--- config.mk ---
export PLATFORM = sky130hd
export DESIGN_NAME = mem_arbiter_flat
export DESIGN_NICKNAME = d
export VERILOG_FILES = /design/src/rtl/mem_arbiter_if.sv /design/src/rtl/mem_arbiter.sv /design/src/flat_wrapper.sv
export SDC_FILE = /design/constraint.sdc
export NUM_CORES = 1
export LEC_CHECK = 0
export CAP_MARGIN = 20
export CORE_AREA = 2 2 105 107
export CTS_BUF_LIST = sky130_fd_sc_hd__clkbuf_2
export DETAILED_ROUTE_END_ITERATION = 10
export DIE_AREA = 0 0 107 109
export PLACE_DENSITY = 0.71
export REMOVE_ABC_BUFFERS = 1
export SETUP_SLACK_MARGIN = 0.3
export SKIP_CTS_REPAIR_TIMING = 1
export SLEW_MARGIN = 20
export SYNTH_ARGS = -nofsm -noshare
export SYNTH_HDL_FRONTEND = slang
export SYNTH_SLANG_ARGS = --single-unit
--- constraint.sdc ---
create_clock -name clk -period 2.3 [get_ports clk]
set_clock_uncertainty 0.05 [all_clocks]
set_input_delay 0.575 -clock clk [delete_from_list [all_inputs] [get_ports clk]]
set_output_delay 0.575 -clock clk [all_outputs]
set_load 0.02 [all_outputs]
--- src/rtl/mem_arbiter_if.sv ---
// Shared types and the request/response/memory bundle between clients and the arbiter.
// The slave modport is the arbiter side; the master modport is the client/memory side.
package Types;
  typedef logic [31:0] addr_t;
  typedef logic [31:0] op_t;
endpackage

interface mem_arbiter_if;
  import Types::*;

  logic [1:0] req_valid;
  logic [1:0] req_ready;
  addr_t      req_addr0;
  addr_t      req_addr1;
  logic [1:0] req_we;
  op_t        req_wdata0;
  op_t        req_wdata1;
  logic [1:0] resp_valid;
  logic [1:0] resp_ready;
  op_t        resp_rdata;
  addr_t      mem_addr;
  logic       mem_enable_write;
  op_t        mem_write_data;
  op_t        mem_read_out;

  modport slave (
    input  req_valid, req_addr0, req_addr1, req_we, req_wdata0, req_wdata1, resp_ready,
    input  mem_read_out,
    output req_ready, resp_valid, resp_rdata, mem_addr, mem_enable_write, mem_write_data
  );

  modport master (
    output req_valid, req_addr0, req_addr1, req_we, req_wdata0, req_wdata1, resp_ready,
    output mem_read_out,
    input  req_ready, resp_valid, resp_rdata, mem_addr, mem_enable_write, mem_write_data
  );
endinterface

--- src/rtl/mem_arbiter.sv ---
// Two-port (fetch / load-store) arbiter in front of a single-port memory with a one-cycle
// read latency; at most one read is outstanding and its data is held until consumed.
module mem_arbiter
  import Types::*;
#(
  parameter int unsigned FIXED_PRIO = 0
) (
  input logic          clk,
  input logic          rst_n,
  mem_arbiter_if.slave bus
);

  typedef enum logic [1:0] {StIdle, StResp, StHold} state_e;

  state_e state_q, state_d;
  logic   owner_q, owner_d;
  logic   last_q, last_d;
  op_t    hold_q, hold_d;

  logic issue_ok;
  logic grant;
  logic gnt_port;
  logic owner_ack;

  always_comb begin
    owner_ack = bus.resp_ready[owner_q];
    // A new issue in StResp is only safe when the current data leaves this cycle.
    issue_ok  = rst_n && ((state_q == StIdle) || ((state_q == StResp) && owner_ack));

    case (bus.req_valid)
      2'b01:   gnt_port = 1'b0;
      2'b10:   gnt_port = 1'b1;
      2'b11:   gnt_port = (FIXED_PRIO != 0) ? 1'b0 : ~last_q;
      default: gnt_port = 1'b0;
    endcase
    grant = issue_ok && (|bus.req_valid);

    bus.req_ready        = '0;
    bus.mem_addr         = '0;
    bus.mem_enable_write = 1'b0;
    bus.mem_write_data   = '0;
    if (grant) begin
      bus.req_ready[gnt_port] = 1'b1;
      bus.mem_addr            = gnt_port ? bus.req_addr1 : bus.req_addr0;
      bus.mem_enable_write    = bus.req_we[gnt_port];
      bus.mem_write_data      = gnt_port ? bus.req_wdata1 : bus.req_wdata0;
    end

    bus.resp_valid = '0;
    bus.resp_rdata = '0;
    if (rst_n && (state_q != StIdle)) begin
      bus.resp_valid[owner_q] = 1'b1;
      bus.resp_rdata          = (state_q == StResp) ? bus.mem_read_out : hold_q;
    end
  end

  always_comb begin
    state_d = state_q;
    owner_d = owner_q;
    last_d  = last_q;
    hold_d  = hold_q;

    case (state_q)
      StIdle: state_d = StIdle;
      StResp: begin
        if (owner_ack) begin
          state_d = StIdle;
        end else begin
          hold_d  = bus.mem_read_out;
          state_d = StHold;
        end
      end
      StHold: if (owner_ack) state_d = StIdle;
      default: state_d = StIdle;
    endcase

    if (grant) begin
      last_d = gnt_port;
      if (!bus.req_we[gnt_port]) begin
        state_d = StResp;
        owner_d = gnt_port;
      end
    end
  end

  always_ff @(posedge clk) begin
    if (!rst_n) begin
      state_q <= StIdle;
      owner_q <= 1'b0;
      last_q  <= 1'b1;
      hold_q  <= '0;
    end else begin
      state_q <= state_d;
      owner_q <= owner_d;
      last_q  <= last_d;
      hold_q  <= hold_d;
    end
  end

endmodule
--- src/flat_wrapper.sv ---
// flat-port wrapper written by rule: the top's interface ports become plain ports
module mem_arbiter_flat import Types::*;
#(
  parameter int unsigned FIXED_PRIO = 0
)
  (clk, rst_n, bus_req_valid, bus_req_addr0, bus_req_addr1, bus_req_we, bus_req_wdata0, bus_req_wdata1, bus_resp_ready, bus_mem_read_out, bus_req_ready, bus_resp_valid, bus_resp_rdata, bus_mem_addr, bus_mem_enable_write, bus_mem_write_data);
  mem_arbiter_if bus_i ();
  input logic clk;
  input logic rst_n;
  input wire logic [$bits(bus_i.req_valid)-1:0] bus_req_valid;
  input wire logic [$bits(bus_i.req_addr0)-1:0] bus_req_addr0;
  input wire logic [$bits(bus_i.req_addr1)-1:0] bus_req_addr1;
  input wire logic [$bits(bus_i.req_we)-1:0] bus_req_we;
  input wire logic [$bits(bus_i.req_wdata0)-1:0] bus_req_wdata0;
  input wire logic [$bits(bus_i.req_wdata1)-1:0] bus_req_wdata1;
  input wire logic [$bits(bus_i.resp_ready)-1:0] bus_resp_ready;
  input wire logic [$bits(bus_i.mem_read_out)-1:0] bus_mem_read_out;
  output wire logic [$bits(bus_i.req_ready)-1:0] bus_req_ready;
  output wire logic [$bits(bus_i.resp_valid)-1:0] bus_resp_valid;
  output wire logic [$bits(bus_i.resp_rdata)-1:0] bus_resp_rdata;
  output wire logic [$bits(bus_i.mem_addr)-1:0] bus_mem_addr;
  output wire logic [$bits(bus_i.mem_enable_write)-1:0] bus_mem_enable_write;
  output wire logic [$bits(bus_i.mem_write_data)-1:0] bus_mem_write_data;
  assign bus_i.req_valid = bus_req_valid;
  assign bus_i.req_addr0 = bus_req_addr0;
  assign bus_i.req_addr1 = bus_req_addr1;
  assign bus_i.req_we = bus_req_we;
  assign bus_i.req_wdata0 = bus_req_wdata0;
  assign bus_i.req_wdata1 = bus_req_wdata1;
  assign bus_i.resp_ready = bus_resp_ready;
  assign bus_i.mem_read_out = bus_mem_read_out;
  assign bus_req_ready = bus_i.req_ready;
  assign bus_resp_valid = bus_i.resp_valid;
  assign bus_resp_rdata = bus_i.resp_rdata;
  assign bus_mem_addr = bus_i.mem_addr;
  assign bus_mem_enable_write = bus_i.mem_enable_write;
  assign bus_mem_write_data = bus_i.mem_write_data;
  mem_arbiter #(.FIXED_PRIO(FIXED_PRIO)) u_core (.clk(clk), .rst_n(rst_n), .bus(bus_i));
endmodule
==> results of run 1 <==
## worst min path at each step
stage | from | endpoint | slack [ns] | cells past startpoint
after global routing | u_core.hold_q[5] | u_core.hold_q[5] | 0.43 | 2
after floorplan | u_core.hold_q[0] | u_core.hold_q[0] | 0.38 | 2
after CTS | u_core.hold_q[28] | u_core.hold_q[28] | 0.42 | 2
after global placement | u_core.hold_q[27] | u_core.hold_q[27] | 0.39 | 2
after detailed placement | u_core.hold_q[1] | u_core.hold_q[1] | 0.40 | 2
final | u_core.hold_q[5] | u_core.hold_q[5] | 0.42 | 2
## cell type report
class,instances,area (um2)
fillers,936,4210
repair buffers,315,3160
multi-input cells,319,2180
flip-flops and latches,36,727
well taps,140,175
clock inverters,3,90.1
clock buffers,5,25.0
inverters,5,21.3
diodes,1,2.50
## sequential cells by signal (all words and copies together), names as in the netlist
signal / cells
u_core.hold_q: 32
u_core.last_q: 1
u_core.owner_q: 1
u_core.state_q: 2
## routing by layer
layer  global-route usage (%)  up-vias
li1                         -     1942
met1                     26.2     1853
met2                     37.5      167
met3                     10.4       26
met4                     6.96        0
met5                        0        -
## worst min-delay path: stages (launching register included)
cell      delay, ns
dfxtp_1        0.35
nand2_1        0.05
a21boi_1       0.05
## power groups by stage
stage               sequential, uW  combinational [uW]  clock, uW
floorplan                      671                 430          0
global placement               672                1080          0
detailed placement             673                1080          0
CTS                            661                1090        649
global route                   665                1350        677
finish                         662                1280        629
## Yosys cell counts (all sizes together), types with 2 or more instances
cell    number
clkbuf      12
dfxtp       36
a22oi       65
ha           3
nor2b        2
a21boi      33
a21oi        2
nand2       67
and2         2
inv          5
nand2b       3
nor2        99
mux2i       33
buf         28
## per-stage QoR
| stage | setup TNS [ns] | util [%] | power, uW |
|---|---|---|---|
| 2_1_floorplan | -160.44 | - | 1100 |
| 3_3_place_gp | -69.07 | 54.5 | 1750 |
| 3_5_place_dp | -70.47 | 54.5 | 1750 |
| 4_1_cts | -71.72 | 55.6 | 2400 |
| 5_1_grt | -20.88 | 60.3 | 2700 |
| 6_report | -8.83 | 60.3 | 2570 |
## cells by family after synthesis
| group | after synthesis | synth area share, % |
|---|---|---|
| simple gates | 176 | 24.3 |
| compound gates | 106 | 28.5 |
| buf+inv | 45 | 8.28 |
| flops | 36 | 25.6 |
| mux | 33 | 11.9 |
| fa+ha+maj | 3 | 1.34 |
==> flow_metrics.env, run 1 <==
export IMPL_violations="negative setup slack"
export IMPL_slew_viol_final=0
export IMPL_p_leak_uw=0.00256
export IMPL_run_status="finished, violations left"
export IMPL_clk_path_buf_depth=2
export IMPL_hpwlAfterDp_mm=11.1
export IMPL_hold_class="reg -> reg"
export IMPL_pre_cts_ws_ns=-0.797
export IMPL_cap_violations=0
export IMPL_async_flop_share_pct=0
export IMPL_drtIter0Drc=227
export IMPL_drtPass1Iterations=4
export IMPL_drt_wl_total_mm=15.6
export IMPL_path_class="reg -> out"
export IMPL_comb_power_share_pct=49.7
export IMPL_layout_commonest_cell="clkdlybuf4s50_1"
export IMPL_cts_tree="done"
export IMPL_cp_data_arrival_time_ns=1.84
export IMPL_synth_ff_type="dfxtp_1"
export IMPL_power_frac_clock_pct=24.5
export IMPL_synthTopCellsByArea="dfxtp_1, a22oi_1, nor2_1"
export IMPL_yosys_warnings=0
export IMPL_die_h_um=109
export IMPL_synth_top_area_share_pct=25.6
export IMPL_finalCritPeriodShare_pct=107
export IMPL_finalHoldViolations=0
export IMPL_r2r_worst_path_cells=8
export IMPL_vias=3988
export IMPL_grt_pass1_vias=3821
export IMPL_max_stage_delay_ns=0.41
export IMPL_cts_root_buffer="clkbuf_2"
export IMPL_seq_area_frac_synth_pct=25.6
export IMPL_port_buffers=268
export IMPL_cp_slowest_cell="dfxtp_2"
export IMPL_yosys_cell_types_count=28
export IMPL_top_layer_used="met4"
export IMPL_finalNonFillerCells=824
export IMPL_tightest_slew_ns=0.263
export IMPL_htreeDepth=2
export IMPL_final_area_um2=6390
export IMPL_seqPwrFrac_pct=25.8
export IMPL_powerDensity_nw_per_um2=402
export IMPL_boundaryPins=269
export IMPL_synth_edff_count=0
export IMPL_ys_ff_latch=36
export IMPL_syn_area_um2=2810
export IMPL_crit_start="u_core.owner_q"
export IMPL_start_kind="flip-flop"
export IMPL_cts_made_buffers=5
export IMPL_dr_wl_met2_mm=7.84
export IMPL_syn_area_per_cell_um2=7.05
export IMPL_setup_violations=101
export IMPL_drc=0
export IMPL_fin_crit_ns=2.46
export IMPL_grt_pass1_wl_mm=20.6
export IMPL_syn_to_final_growth_pct=127
export IMPL_antenna_found_initial=1
export IMPL_dieArea_um2=11700
export IMPL_cp_depth=6
export IMPL_die_w_um=107
export IMPL_wl_met1_mm=5.78
export IMPL_final_nets=853
export IMPL_crit_family="buffers and inverters"
export IMPL_slew_limit_headroom_pct=82.4
export IMPL_placed_cell_area_um2=5780
export IMPL_required_ns=1.67
export IMPL_gp_congestion=0.937
export IMPL_vdd_drop_max_mv=0.281
export IMPL_path_clk_slew_ns=0.21
export IMPL_grt_usage_pct=22.6
export IMPL_drt_wirelength_per_cell_um=18.9
export IMPL_layout_setup_ws_ns=-0.161
export IMPL_r2r_start="u_core.state_q[1]"
export IMPL_met3_length_mm=1.58
export IMPL_core_area_um2=10600
export IMPL_mostFrequentLayoutCells="clkdlybuf4s50_1, nor2_1, buf_4"
export IMPL_timing_fmax_mhz=406
export IMPL_cts_sinks=36
export IMPL_ant_nets=0
export IMPL_drive_gt1_share_pct=33.5
export IMPL_p_int_uw=1750
export IMPL_synth_largest_area_cell="dfxtp_1"
export IMPL_power_switching_uw=820
export IMPL_holdWs_ns=0.417
export IMPL_gr_total_overflow=0
export IMPL_rows=38
export IMPL_vias_per_cell=4.84
export IMPL_worstSetupEndpoint="bus_mem_addr[9]"
export IMPL_initial_core_util_pct=26.5
export IMPL_syn_inst=399
export IMPL_worstReg2RegEnd="u_core.hold_q[22]"
export IMPL_r2r_slack_ns=0.67
export IMPL_cp_num_buf_inv=3
export IMPL_rsz0062_at_grt="true"
export IMPL_dpl_cell_count=797
export IMPL_grt_start_max_net_pins=50
export IMPL_sw_frac_of_total_pct=31.9
export IMPL_clock_latency_ns=0.39
export IMPL_critPathMaxFanout=6
export IMPL_crit_chain="mux2i_4 > a2bb2oi_4 > buf_6 > clkbuf_16 > nor2_4 > buf_12"
export IMPL_crit_path_end_kind="primary output"
Power figures use the tool's default switching activity.
==> run 2, diff against run 1 <==
==> constraint.sdc (replaced) <==
create_clock -name clk -period 2.7 [get_ports clk]
set_clock_uncertainty 0.05 [all_clocks]
set_input_delay 0.675 -clock clk [delete_from_list [all_inputs] [get_ports clk]]
set_output_delay 0.675 -clock clk [all_outputs]
set_load 0.02 [all_outputs]
==> run 2 against run 1 <==
  * Utilization fell by 5.3 points
  * Register-to-register slack improved by 0.36 ns
  * The run now ends clean
  * Sequential cell count did not move
  * Sequential share of layout area rose by 1.2 points
  * Final area fell by 8.7%
  * Global-route usage rose by 0.27 points
  * Sequential power fell by 15%
  * Total power fell by 28%
  * Non-clock buffer count fell by 9
==> flow_metrics.env, run 2 (synthesized netlist as in run 1, its figures left out) <==
export IMPL_htreeDepth=2
export IMPL_ant_nets=0
export IMPL_tightest_slew_ns=0.375
export IMPL_min_delay_worst_endpoint="u_core.hold_q[5]"
export IMPL_drtPass1Iterations=5
export IMPL_drt_wirelength_per_cell_um=18.0
export IMPL_p_leak_uw=0.00279
export IMPL_powerDensity_nw_per_um2=316
export IMPL_die_h_um=109
export IMPL_final_nets=843
export IMPL_crit_chain="inv_2 > ha_4 > nand2_2 > a2bb2oi_4 > buf_6 > nor2_1 > dlymetal6s2s_1"
export IMPL_vias=3910
export IMPL_path_class="reg -> out"
export IMPL_vdd_drop_max_mv=0.208
export IMPL_hpwlAfterDp_mm=11.2
export IMPL_drc=0
export IMPL_grt_start_max_net_pins=50
export IMPL_gp_congestion=1.00
export IMPL_boundaryPins=269
export IMPL_max_stage_delay_ns=0.38
export IMPL_cp_data_arrival_time_ns=1.85
export IMPL_cts_made_buffers=5
export IMPL_clock_latency_ns=0.39
export IMPL_gr_total_overflow=0
export IMPL_critPathMaxFanout=18
export IMPL_fin_crit_ns=2.58
export IMPL_drive_gt1_share_pct=20.8
export IMPL_setup_violations=0
export IMPL_finalCritPeriodShare_pct=95.5
export IMPL_finalNonFillerCells=814
export IMPL_antenna_found_initial=2
export IMPL_cts_root_buffer="clkbuf_2"
export IMPL_r2r_slack_ns=1.03
export IMPL_mostFrequentLayoutCells="clkdlybuf4s50_1, nor2_1, nand2_1"
export IMPL_grt_pass1_wl_mm=20.5
export IMPL_layout_commonest_cell="clkdlybuf4s50_1"
export IMPL_core_area_um2=10600
export IMPL_holdCritStartpoint="u_core.hold_q[5]"
export IMPL_initial_core_util_pct=26.5
export IMPL_worstReg2RegEnd="u_core.hold_q[21]"
export IMPL_port_buffers=268
export IMPL_run_status="finished clean"
export IMPL_die_w_um=107
export IMPL_dieArea_um2=11700
export IMPL_syn_to_final_growth_pct=107
export IMPL_dpl_cell_count=793
export IMPL_start_kind="flip-flop"
export IMPL_layout_setup_ws_ns=0.121
export IMPL_grt_usage_pct=22.9
export IMPL_cts_sinks=36
export IMPL_slew_limit_headroom_pct=74.9
export IMPL_crit_path_end_kind="primary output"
export IMPL_top_regs="u_core.hold_q x32, u_core.state_q x2"
export IMPL_timing_fmax_mhz=388
export IMPL_whs_path_depth=2
export IMPL_crit_start="u_core.state_q[1]"
export IMPL_largest_reg_flops=32
export IMPL_top_register="u_core.hold_q"
export IMPL_r2r_start="u_core.state_q[1]"
export IMPL_cts_tree="done"
export IMPL_finalHoldViolations=0
export IMPL_path_clk_slew_ns=0.20
export IMPL_cp_slowest_cell="dfxtp_2"
export IMPL_rsz0062_at_grt="true"
export IMPL_vias_per_cell=4.80
export IMPL_rows=38
export IMPL_clk_path_buf_depth=2
export IMPL_drtIter0Drc=221
export IMPL_grt_pass1_vias=3802
export IMPL_pre_cts_ws_ns=-0.636
export IMPL_required_ns=1.98
export IMPL_r2r_worst_path_cells=7
export IMPL_drt_wl_total_mm=14.7
export IMPL_slew_viol_final=0
export IMPL_cap_violations=0
export IMPL_hold_class="reg -> reg"
run 2: worst max-delay path by stage:
stage	endpoint	slack, ns	depth (start not counted)
3_3_place_gp	bus_mem_write_data[29]	-0.61	6
4_1_cts	bus_mem_write_data[29]	-0.64	6
2_1_floorplan	bus_mem_addr[0]	-1.64	3
6_report	bus_mem_write_data[31]	0.12	7
5_1_grt	bus_mem_write_data[1]	0.03	6
3_5_place_dp	bus_mem_write_data[29]	-0.64	6
run 2: worst max-delay path, delay by kind of cell, from the launching register on:
family | cells | cell delay [ns]
AOI/OAI and AO/OA | 1 | 0.20
adders and majority gates | 1 | 0.15
buffers and inverters | 3 | 0.50
DFF | 1 | 0.38
and+or+nand+nor | 2 | 0.23
run 2: power by group:
| group | switching, uW | total (uW) | internal, uW |
|---|---|---|---|
| clock | 196 | 351 | 155 |
| combinational | 428 | 927 | 500 |
| sequential | 13.1 | 565 | 552 |
| total | 637 | 1840 | 1210 |
run 2: final cells by class:
cell class	instances	area, um2
flip-flops and latches	36	731
clock buffers	5	25.0
repair buffers	306	2910
diodes	1	2.50
well taps	140	175
inverters	5	18.8
fillers	1039	4770
multi-input cells	318	1930
clock inverters	3	42.5
run 2: metrics by stage:
stage / total power (uW) / utilization [%] / instance area (um2) / hold slack, ns / setup TNS, ns
finish: 1840 / 55.0 / 5830 / 0.416 / 0
global route: 1940 / 55.0 / 5830 / 0.426 / 0
CTS: 1850 / 54.7 / 5800 / 0.418 / -54.25
detailed placement: 1490 / 54.1 / 5730 / 0.394 / -52.69
global placement: 1480 / 54.1 / 5730 / 0.389 / -50.95
floorplan: 937 / - / 2600 / 0.384 / -123.61
run 2: metal layers:
layer	GRT usage (%)	part of all wire (%)	up-vias
li1	-	-	1920
met1	26.6	38	1800
met2	38.7	50	169
met3	10.3	10	19
met4	5.66	1.6	2
met5	0	0.089	-
